<file path="config.mk">
export PLATFORM = sky130hd
export DESIGN_NAME = alu_result_buffer
export DESIGN_NICKNAME = d
export VERILOG_FILES = /design/src/rtl/alu_result_buffer.sv
export SDC_FILE = /design/constraint.sdc
export NUM_CORES = 1
export LEC_CHECK = 0
export ABC_AREA = 1
export CORE_MARGIN = 8
export CORE_UTILIZATION = 50
export DETAILED_ROUTE_END_ITERATION = 10
export DONT_BUFFER_PORTS = 1
export PLACE_DENSITY = 0.75
export SLEW_MARGIN = 20
export SYNTH_ARGS = -nofsm -noshare
export SYNTH_HDL_FRONTEND = slang
export SYNTH_SLANG_ARGS = --single-unit
</file>
<file path="constraint.sdc">
create_clock -name clk -period 4 [get_ports clk]
set_clock_uncertainty 0.1 [all_clocks]
set_input_delay 0.8 -clock clk [delete_from_list [all_inputs] [get_ports clk]]
set_output_delay 0.8 -clock clk [all_outputs]
set_load 0.02 [all_outputs]
</file>
<file path="src/rtl/alu_result_buffer.sv">
// ALU result queue: DEPTH-entry first-word-fall-through buffer with per-entry
// zero/neg/carry/overflow flags, sticky misuse flags and a last-result register.
module alu_result_buffer #(
  parameter int unsigned WIDTH = 16,
  parameter int unsigned DEPTH = 4
) (
  input  logic                       clk,
  input  logic                       reset,
  input  logic                       write,
  input  logic [WIDTH-1:0]           in_data,
  input  logic                       in_carry,
  input  logic                       in_overflow,
  output logic                       in_ready,
  input  logic                       read,
  input  logic                       flush,
  output logic                       out_valid,
  output logic [WIDTH-1:0]           out_data,
  output logic [3:0]                 out_flags,
  output logic [WIDTH-1:0]           last_data,
  output logic [$clog2(DEPTH+1)-1:0] count,
  output logic                       push_err,
  output logic                       pop_err
);

  localparam int unsigned PtrW   = $clog2(DEPTH);
  localparam int unsigned CntW   = $clog2(DEPTH + 1);
  localparam int unsigned EntryW = WIDTH + 4;

  logic [EntryW-1:0] r_mem [DEPTH];

  logic [PtrW-1:0]   r_head, w_head_nxt;
  logic [PtrW-1:0]   r_tail, w_tail_nxt;
  logic [CntW-1:0]   r_count, w_count_nxt;
  logic [WIDTH-1:0]  r_last, w_last_nxt;
  logic              r_push_err, w_push_err_nxt;
  logic              r_pop_err, w_pop_err_nxt;

  logic              w_full;
  logic              w_empty;
  logic              w_push;
  logic              w_pop;
  logic [3:0]        w_in_flags;
  logic [EntryW-1:0] w_head_entry;

  // Status comes from registered count only, so ready/valid never depend on write/read.
  assign w_full    = (r_count == CntW'(DEPTH));
  assign w_empty   = (r_count == '0);
  assign in_ready  = ~w_full;
  assign out_valid = ~w_empty;

  // A pop in the same cycle never frees room for a push when full.
  assign w_push = write & ~w_full & ~flush;
  assign w_pop  = read & ~w_empty & ~flush;

  assign w_in_flags = {in_overflow, in_carry, in_data[WIDTH-1], (in_data == '0)};

  always_comb begin
    w_head_nxt     = r_head;
    w_tail_nxt     = r_tail;
    w_count_nxt    = r_count;
    w_last_nxt     = r_last;
    w_push_err_nxt = r_push_err;
    w_pop_err_nxt  = r_pop_err;
    if (flush) begin
      w_head_nxt     = '0;
      w_tail_nxt     = '0;
      w_count_nxt    = '0;
      w_push_err_nxt = 1'b0;
      w_pop_err_nxt  = 1'b0;
    end else begin
      if (w_push) begin
        w_tail_nxt = r_tail + PtrW'(1);
        w_last_nxt = in_data;
      end
      if (w_pop) begin
        w_head_nxt = r_head + PtrW'(1);
      end
      unique case ({w_push, w_pop})
        2'b10:   w_count_nxt = r_count + CntW'(1);
        2'b01:   w_count_nxt = r_count - CntW'(1);
        default: w_count_nxt = r_count;
      endcase
      if (write && w_full) begin
        w_push_err_nxt = 1'b1;
      end
      if (read && w_empty) begin
        w_pop_err_nxt = 1'b1;
      end
    end
  end

  always_ff @(posedge clk or posedge reset) begin
    if (reset) begin
      r_head     <= '0;
      r_tail     <= '0;
      r_count    <= '0;
      r_last     <= '0;
      r_push_err <= 1'b0;
      r_pop_err  <= 1'b0;
    end else begin
      r_head     <= w_head_nxt;
      r_tail     <= w_tail_nxt;
      r_count    <= w_count_nxt;
      r_last     <= w_last_nxt;
      r_push_err <= w_push_err_nxt;
      r_pop_err  <= w_pop_err_nxt;
    end
  end

  // Storage is deliberately left unreset; out_valid qualifies its contents.
  always_ff @(posedge clk) begin
    if (w_push) begin
      r_mem[r_tail] <= {w_in_flags, in_data};
    end
  end

  assign w_head_entry = r_mem[r_head];
  assign out_data     = w_head_entry[WIDTH-1:0];
  assign out_flags    = w_head_entry[EntryW-1 -: 4];
  assign last_data    = r_last;
  assign count        = r_count;
  assign push_err     = r_push_err;
  assign pop_err      = r_pop_err;

endmodule

</file>
== After elaboration in Yosys (flattened, before gate mapping) ==
Memory sizes are Yosys's and may differ from the RTL's.
Cells that the tools add are included.

* Logic and storage cells: 43
* Register bits after elaboration: 25
* Memories kept: 1
* Output and inout port bits: 43
* RAM bits: 80
* Input bits: 23

{| class="wikitable"
|+ Memories
! memory !! words !! bits a word !! read ports !! clocked after Yosys merged registers in !! wr ports !! RTL line !! text
|-
| r_mem || 4 || 20 || 1 || 0 || 1 || 29 || <nowiki>logic [EntryW-1:0] r_mem [DEPTH];</nowiki>
|}

* Bitwise gates (word level): 7
* Multiplexer cells: 12
* Equal/unequal tests: 3
* Reductions and logical operators: 10
* $add $sub $neg: 4

{| class="wikitable"
|+ Operators with widths
! operator !! count
|-
| $logic_not 16->1 || 1
|-
| $mux 2 || 4
|-
| $reduce_bool 2->1 || 4
|-
| $mux 1 || 6
|-
| $pmux 3 s2 || 1
|-
| $add 2x1->2 const B || 2
|-
| $and 1x1->1 || 4
|-
| $add 3x1->3 const B || 1
|-
| $eq 3x3->1 const B || 1
|-
| $logic_not 3->1 || 1
|-
| $mux 3 || 1
|-
| $not 1->1 || 3
|-
| $reduce_bool 3->1 || 1
|-
| $sub 3x1->3 const B || 1
|-
| $eq 2x1->1 const B || 1
|-
| $eq 2x2->1 const B || 1
|-
| $logic_and 1x1->1 || 2
|-
| $reduce_and 2->1 || 1
|}

== Longest topological paths before layout ==
* Word-level depth: 7
* Mapped depth: 11

== Worst setup path after synthesis ==
Ideal clock, no wire load.

* Kind: input port to flip-flop
* Start: input port flush
* End: memory r_mem[0][0] (netlist bit), enable pin
* Buffers on the path: 2
* Stages: 5
* Slack: 1335 ps
* Data arrival time: 2170 ps
* Required time: 3505 ps
* Library setup time: 395 ps
* Cells stage by stage: clkbuf_2 > nor2_8 > inv_2 > buf_6 > nor2_1

* Cells in the longest elaborated chain, start to end: 4

{| class="wikitable"
|+ RTL lines
! element !! RTL line !! text
|-
| start: declaration || 15 || <nowiki>input logic flush,</nowiki>
|-
| $not 1->1 (no line) || n/a ||
|-
| $and 1x1->1 || 52 || <nowiki>assign w_push = write & ~w_full & ~flush;</nowiki>
|-
| $mux 1 || 112 || <nowiki>if (w_push) begin</nowiki>
|-
| $mux 1 (not written as such) || 113 || <nowiki>r_mem[r_tail] <= {w_in_flags, in_data};</nowiki>
|-
| end: declaration || 29 ||
|}

Every way passes these cells.

== Worst setup path in the final report ==
* Start: register r_head[1]
* End: output port out_data[1]

* Cells in the longest elaborated chain, start to end: 1

{| class="wikitable"
|+ RTL lines
! element !! RTL line !! text
|-
| start: declaration || 31 || <nowiki>logic [PtrW-1:0] r_head, w_head_nxt;</nowiki>
|-
| start signal: assignment || 101 || <nowiki>r_head <= w_head_nxt;</nowiki>
|-
| $mem_v2 4x20 || n/a ||
|-
| end: declaration || 17 || <nowiki>output logic [WIDTH-1:0] out_data,</nowiki>
|}

Every way passes these cells.

==> summary.txt <==
Clock tree
  • Root Driver: clkbuf_8
  • Clock Latency Late Sink: about 0.36 ns
  • Clock tree from TritonCTS: built
  • Reg clk slew, reported paths: 0.10 ns
  • Clk buf depth: 2
  • Num Clock Sinks: 101
  • Cts hold-fix bufs: 0
  • Resize count post-CTS: 0
  • CTS Buf Count: 9
  • Setup Fix Bufs, Post-CTS: 0
  • H-Tree Depth: 3

Yosys
  • Synth top cells by count: 76 x edfxtp_1, 63 x nand2_1, 46 x nor2_1
  • Unique cell type count in the Yosys netlist: 30
  • Yosys warning count: 0
  • #FFs+latches synth: 101
  • Syn nets: between 300 and 400
  • Synth area leaders: edfxtp_1 56%, dfrtp_1 15%, nand2_1 5.8%
  • Top-count cell post-synth: edfxtp_1
  • Synth Cell Area: 4061 sq um
  • Yosys top cell area share: 56.19%
  • Post-synth top area cell: edfxtp_1
  • Post-synth ARST share: roughly a quarter
  • Post-synthesis instance total: between 300 and 400
  • Seq/Total Area, Yosys: between 70% and 80%
  • Syn_area_per_cell: 12.16 sq um
  • Top FF cell, synth: edfxtp_1
  • EDFF count, synth: between 70 and 80

Critical path
  • WP depth: 3
  • Slowest stage delay, CP: 0.61 ns
  • Startpoint types: register
  • Critical path peak fanout: 21
  • Worst R2R Path Depth: 7
  • Worst EP arrival: around 2.3 ns
  • Delay-heaviest family, CP: compound AO/OA/AOI/OAI gates
  • Worst EP required: 3.10 ns
  • Worst path slowest cell: dfrtp_1
  • Worst path cell trace: inv_1, o21ai_0, o22ai_1
  • CP endpoint kind: primary output
  • Worst path buffer plus inverter count: 1
  • Critical setup path kind: reg -> out

Timing
  • Setup violators final: 0
  • Slew headroom: 50.85%
  • Max Freq: around 320 MHz
  • Total Negative Setup Slacks: 0 ns
  • Worst-Margin Slew: 0.7364 ns
  • Unrepaired setup endpoints after global routing: no
  • Post-layout minimum cycle time: 3.150 ns
  • Final hold vios: 0
  • Pins over their slew limit: 0
  • Final Cycle Share: roughly four fifths

Final layout
  • Final core occ: 54.79%
  • Layout cells sized above 1: a little under an eighth
  • Ant. Diodes: 0
  • NumNets Final: 364
  • Area delta synth->final: 8.626%

GRT
  • Largest net degree at the start of global routing: 40
  • GRT Overall Usage: 15.47%
  • Grt ovf: 0
  • Initial antenna violation count: 0
  • Number of global-route vias before repair: 2,471
  • First-pass GRT wire length: around 13,000 um

Pwr
  • Switch Pwr: 0.7792 mW
  • Clk pwr share: roughly 30%
  • PwrDens: 555.2 nW/um^2
  • P_leak: approximately 1.7 nW
  • Int Pwr: between 1.5 and 2 mW
  • Combinational share of power: 16.9%
  • Sw frac: 31.81%
  • Sequential share of power: 53.3%
  • Peak supply drop: ~230 uV

Floorplan
  • Row Count: 33
  • Die height: between 100 and 150 um
  • Ports: 66
  • Die W: about 110 um
  • Starting Density: between 50% and 60%
  • Die area: between 10,000 and 15,000 sq um
  • Core area: 8051 sq um

Routing
  • Final ANT Viol Nets: 0
  • DRC Markers: 0
  • Final WL: 8588 um
  • Routed vias/inst: between 5 and 6
  • Starting DRT DRC Count: between 150 and 200
  • DR vias: 2,453
  • Drt first pass iters: 4
  • Wire per inst: approximately 19 um

Flow run
  • Max-Cap Viols: 0

Hold path
  • Hold Path Class: in -> async

Placed design
  • Post-DP HPWL: 5498 um
  • PortBufs: 0
  • GPL Wtd Cong: ~0.81

Outcome
  • Status: complete, no violations
## metrics by stage
stage | cells | setup slack [ns] | hold WS [ns] | instance area, sq um | total power, mW
after CTS | 445 | 0.8117 | 0.3738 | 4384 | 2.469
after global placement | 429 | 1.267 | 0.5018 | 4154 | 1.732
final | 446 | 0.8496 | 0.1353 | 4412 | 2.449
after global routing | 446 | 0.6700 | 0.1390 | 4412 | 2.560
after detailed placement | 429 | 1.224 | 0.5172 | 4154 | 1.747
after floorplan | 334 | 1.335 | 0.4768 | 4061 | 1.657
## sequential cells by signal, summed over array words and instances (netlist names)
signal,flops
push_err,1
r_head,2
r_tail,2
count,3
r_mem,76
last_data,16
pop_err,1
## final timing paths
kind | slack, ns | start | endpoint
max in group asynchronous | 3.28 | reset | r_head[1]
max reg2reg | 1.66 | count[0] | r_mem[0][0]
max | 0.85 | r_head[1] | out_data[1]
min in group clk | 0.39 | flush | push_err
min | 0.14 | reset | last_data[7]
min reg2reg | 0.53 | last_data[2] | last_data[2]
## placed cells by master, fill, tap and decap left out, types with 2 or more instances in the layout
master | synthesis | final
clkbuf_8 | 0 | 9
a21oi_1 | 3 | 3
o21ai_2 | 2 | 2
o22ai_1 | 19 | 19
inv_2 | 3 | 3
nand2_1 | 63 | 63
buf_4 | 2 | 7
nand3_1 | 3 | 3
dfrtp_1 | 25 | 25
nor4_1 | 3 | 3
o21ai_0 | 41 | 41
clkinv_4 | 0 | 2
nand2_4 | 2 | 2
bufinv_16 | 0 | 2
nor2_1 | 46 | 46
inv_1 | 14 | 13
inv_6 | 0 | 2
ha_1 | 4 | 4
a21oi_2 | 2 | 2
edfxtp_1 | 76 | 76
nand2_2 | 3 | 3
## metal layers
layer	GRT usage, %	part of all wire (%)	vias to the layer above	wire [um]
li1	-	-	1159	-
met4	6.633	1.1	0	94
met1	18.97	41	1191	3552
met3	5.142	8.5	6	730
met5	0	0	-	0
met2	24.58	49	97	4211
## cells by family (layout without fill, tap and decap cells)
group | Yosys count | after routing | share of synthesized area (%)
DFF | 101 | 101 | 71.60
buffers and inverters | 34 | 41 | 3.820
xor gates and xnor gates | 1 | 1 | 0.2157
adders and majority gates | 5 | 5 | 1.725
and+or+nand+nor | 125 | 125 | 13.25
AOI/OAI and AO/OA | 68 | 68 | 9.396
## power groups by stage
stage               Combinational (mW)  Clock (mW)  Sequential [mW]
finish                           0.415       0.728             1.31
CTS                              0.418       0.744             1.31
floorplan                        0.347           0             1.31
detailed placement               0.417           0             1.33
global route                     0.461       0.783             1.32
global placement                 0.405           0             1.33
## area by class of cell
cell class              count  area (sq um)
clock buffers               9         123.9
clock inverters             7         106.4
fillers                   668          3640
well taps                 105         131.4
inverters                  17         63.81
repair buffers              8         80.08
flip-flops and latches    101          2908
multi-input cells         199         998.5
No activity file was read; power rests on OpenSTA's default activity.
==> edit 1: new RTL, same flow settings <==
Change the parameter `DEPTH` from 4 to 8.
--- a/src/rtl/alu_result_buffer.sv
+++ b/src/rtl/alu_result_buffer.sv
@@ -4,3 +4,3 @@
   parameter int unsigned WIDTH = 16,
-  parameter int unsigned DEPTH = 4
+  parameter int unsigned DEPTH = 8
 ) (
Interface: changed (resized count); port bits go from 66 to 67. The function was not compared with the original's and may differ.
==> edit 1 against the unedited design <==
Design area grew 83%. Utilization grew 1.5 points. Sequential share of layout area shrank 0.82 points. Worst setup slack lost 290 ps. Power grew 110%. Fmax shrank 8.3%. Wire length grew 87%. Synthesized area grew 79%. Sequential cell count grew 79. Critical path type unchanged. Highest routed layer unchanged.
==> edit 1: results (changes against the unedited design) <==
GRT
  • First-pass GRT wire length: 25.41 mm (+89%)
  • GR Util met1: 23.08% (+4.1 points)
  • M3 GR Usage: 4.772% (-0.37 points)
  • Largest net degree at the start of global routing: 78 (+95%)

Power
  • Combinational power share: 22.8% (+5.9 points)

Routing
  • Initial DRC Count: 472 (+150%)
  • Metal3 WL: 1.199 mm (+64%)
  • Vias per Instance: 5.751 (+4.6%)

Synth
  • Post-synth top cells: 152 x edfxtp_1, 141 x nor2_1, 85 x o21ai_0
  • Synth Area in Adders: 0.6881% (-1.0 points)
  • Syn_area_per_cell: 11.98 µm² (-1.5%)
  • Post-Syn Nets: 634 (+75%)
  • XOR/XNOR Fraction of Synth Area: 0.1204% (-0.095 points)
  • Async SR Flop Fraction: 15.56% (-9.2 points)
  • Sequential element share of the synthesized area: 72.39% (+0.79 points)
  • Synth area leaders: edfxtp_1 63%, dfrtp_1 9.6%, nor2_1 7.3%

Critical path
  • R2R setup slack: 1720 ps (+60 ps)
  • Setup crit start: r_head[0]
  • Critical-path top delay cell: buf_4
  • Arr. time, crit path: 2540 ps (+290 ps)
  • Worst r2r dst: r_mem[2][10]

Status
  • Status: finished clean

Place
  • Post-DP HPWL: 9.931 mm (+81%)
  • DP Area: 7510 µm² (+81%)

CTS
  • Root Driver: clkbuf_16
  • CTS clock-pin slew for the worst setup and hold paths: 70 ps (-30 ps)
  • H-tree levels: 4 (+1)
  • Clock latency on the worst-skew pair: 420 ps (+60 ps)
-- edit 1: cell count changes after synthesis, moves of 3 or more --
cell      delta
nor2_1      +95
edfxtp_1    +76
o21ai_0     +44
a31oi_1     +19
inv_1       +11
clkbuf_1    +10
buf_2        +9
nand2_1      -9
o21ai_1      +7
nand4_1      +4
dfrtp_1      +3
nand3_2      +3
-- edit 1: area by class of cell --
type | instances | area [µm²]
well taps | 184 | 230.2
repair buffers | 19 | 142.6
clock inverters | 12 | 143.9
clock buffers | 20 | 436.7
multi-input cells | 365 | 1758
inverters | 30 | 112.6
flip-flops and latches | 180 | 5266
fillers | 1106 | 6279
-- edit 1: metrics by stage --
stage	hold WS, ps	utilization, %	setup slack, ps	power [mW]
CTS	322.0	56.30	549.8	5.135
global route	255.8	56.30	431.5	5.339
floorplan	449.6	-	1348	3.237
global placement	405.2	52.26	1182	3.477
detailed placement	438.6	52.26	1077	3.516
finish	217.0	56.30	563.3	5.110
==> edit 2: new RTL, config.mk and constraints unchanged <==
Without the edit above. Make the reset (`reset`) synchronous in one clocked block.
--- a/src/rtl/alu_result_buffer.sv
+++ b/src/rtl/alu_result_buffer.sv
@@ -91,3 +91,3 @@
 
-  always_ff @(posedge clk or posedge reset) begin
+  always_ff @(posedge clk) begin
     if (reset) begin
Check against the original RTL: differs if reset is asserted again (counterexample within 4 cycles, from zero or initial values and one cycle with reset high); with reset held inactive, the same outputs for 4 cycles.
==> edit 2 against the unedited design <==
Global-route usage is 0.13 points lower. Sequential cell count rose by 2. Via count rose by 1.8%. Synthesized cell count rose by 3.6%. Wire length decreased by 1.1%. Design area decreased by 2.5%. First-iteration DRC count decreased by 42%. Register-to-register slack got worse by 30 ps. Synthesized area shrank 0.96%. Worst setup slack improved by 180 ps. Critical path type unchanged.
Power is not compared: it rests on default switching activity, and its combinational part moved more than twofold at a synthesized area within 25%.
==> edit 2: results (changes against the unedited design) <==
Status
  • Status: finished clean

Critical path
  • Arr. time, crit path: 2070 ps (-180 ps)
  • Crit Path Max Fanout: 25 (+19%)
  • R2R depth: 12 (+5)

GRT
  • First-pass GRT wire length: 13.20 mm (-1.8%)
  • Largest net degree at the start of global routing: 39 (-2.5%)
  • Vias in the first global route: 2,440 (-1.3%)
  • Initial antenna violation count: 0 (unchanged)
  • Total track usage: 15.34% (-0.13 points)

Synth
  • Sequential element share of the synthesized area: 70.17% (-1.4 points)
  • Unique masters post-synth: 20 (-33%)
  • XOR/XNOR Fraction of Synth Area: 0% (-0.22 points)
  • Syn_area_per_cell: 11.63 µm² (-4.4%)
  • Synth Area in Adders: 2.053% (+0.33 points)
  • Number of synthesized flops with an enable pin: 76 (unchanged)
  • Synth area leaders: edfxtp_1 57%, dfxtp_1 13%, nor2_1 5.7%
  • Compound-Gate Fraction of Synth Area: 10.92% (+1.5 points)
  • Post-synth top cells: 76 x edfxtp_1, 61 x nor2_1, 39 x o21ai_0
  • Async SR Flop Fraction: 0% (-25 points)
  • Synth Flop Type: edfxtp_1

Final layout
  • NumNets Final: 375 (+3.0%)
  • Filler Cells Inserted: 641 (-4.0%)
  • N_diodes: 0 (unchanged)
  • Largest reg by FF count: r_mem
  • Layout cells sized above 1: 7.407% (-4.0 points)

CTS
  • Root Driver: clkbuf_8
  • H-tree levels: 3 (unchanged)
  • Clock Path Buffers: 2 (unchanged)
  • Post-CTS resize count: 0 (unchanged)
  • Num Clock Sinks: 103 (+2.0%)
  • CTS buffer count: 9 (unchanged)
  • Clock latency on the worst-skew pair: 370 ps

Power
  • Leak: 1.470 nW
  • Switching power: 0.4362 mW

Routing
  • Initial DRC Count: 108 (-42%)
  • Avg WL per Cell: 18.74 µm (-2.7%)
  • DR vias: 2,498 (+1.8%)
  • DRT Wirelength: 8.491 mm (-1.1%)

Place
  • Pre-CTS setup slack: 1387 ps (+163.1 ps)
  • Placed cells: 437 (+1.9%)
  • RePlAce Congestion: 0.7191 (-11%)
  • Buffers on Ports: 0 (unchanged)
  • DP Area: 4098 µm² (-1.4%)
  • Post-DP HPWL: 5.617 mm (+2.2%)

Worst hold path
  • Hold Crit Depth: 1
  • HP Class: in -> reg

STA
  • Relative slew slack: 53.93% (+3.1 points)
-- edit 2: layer usage --
layer,wire length [µm],up-vias,part of all wire (%),track usage [%]
li1,-,1214,-,-
met1,3360,1194,40,17.39
met2,4319,79,51,26.05
met3,717,11,8.4,5.603
met4,93,0,1.1,5.427
met5,0,-,0,0
-- edit 2: path summary, 6_finish.rpt --
kind	from	end	slack, ps
max reg2reg	count[1]	count[2]	1630
max	flip-flop	out_data[9]	1030
min	reset	last_data[14]	390
min reg2reg	r_tail[0]	r_tail[0]	420
-- edit 2: area by class of cell --
cell class / count / area, µm² / area share (%)
flip-flops and latches: 103 / 2823 / 65.64
multi-input cells: 204 / 1012 / 23.54
well taps: 102 / 127.6 / 2.968
clock buffers: 9 / 123.9 / 2.880
clock inverters: 7 / 78.83 / 1.833
inverters: 20 / 75.07 / 1.746
repair buffers: 8 / 60.06 / 1.397
-- edit 2: power by group through the flow --
stage	registers (mW)	logic [mW]	clock network [mW]
detailed placement	1.21	0.0756	0
global placement	1.21	0.0733	0
global route	1.19	0.0830	0.712
finish	1.19	0.0743	0.658
floorplan	1.21	0.0663	0
CTS	1.19	0.0759	0.664
-- edit 2: kinds of logic after synthesis --
family,Yosys count
fa+ha+maj,6
compound gates,82
flops,103
buf+inv,39
simple gates,116
-- edit 2: metrics by stage --
| step | util (%) | hold slack, ps |
|---|---|---|
| 6_report | 55.36 | 389.0 |
| 5_1_grt | 55.36 | 374.4 |
| 4_1_cts | 55.36 | 379.8 |
| 3_5_place_dp | 52.75 | 405.2 |
| 3_3_place_gp | 52.75 | 391.0 |
| 2_1_floorplan | - | 362.6 |
-- edit 2: worst max-delay path, cell delays in order (launching register included) --
cell     delay, ps
dfxtp_1        320
inv_1          500
buf_4          310
o21ai_0        100
o22ai_1        460
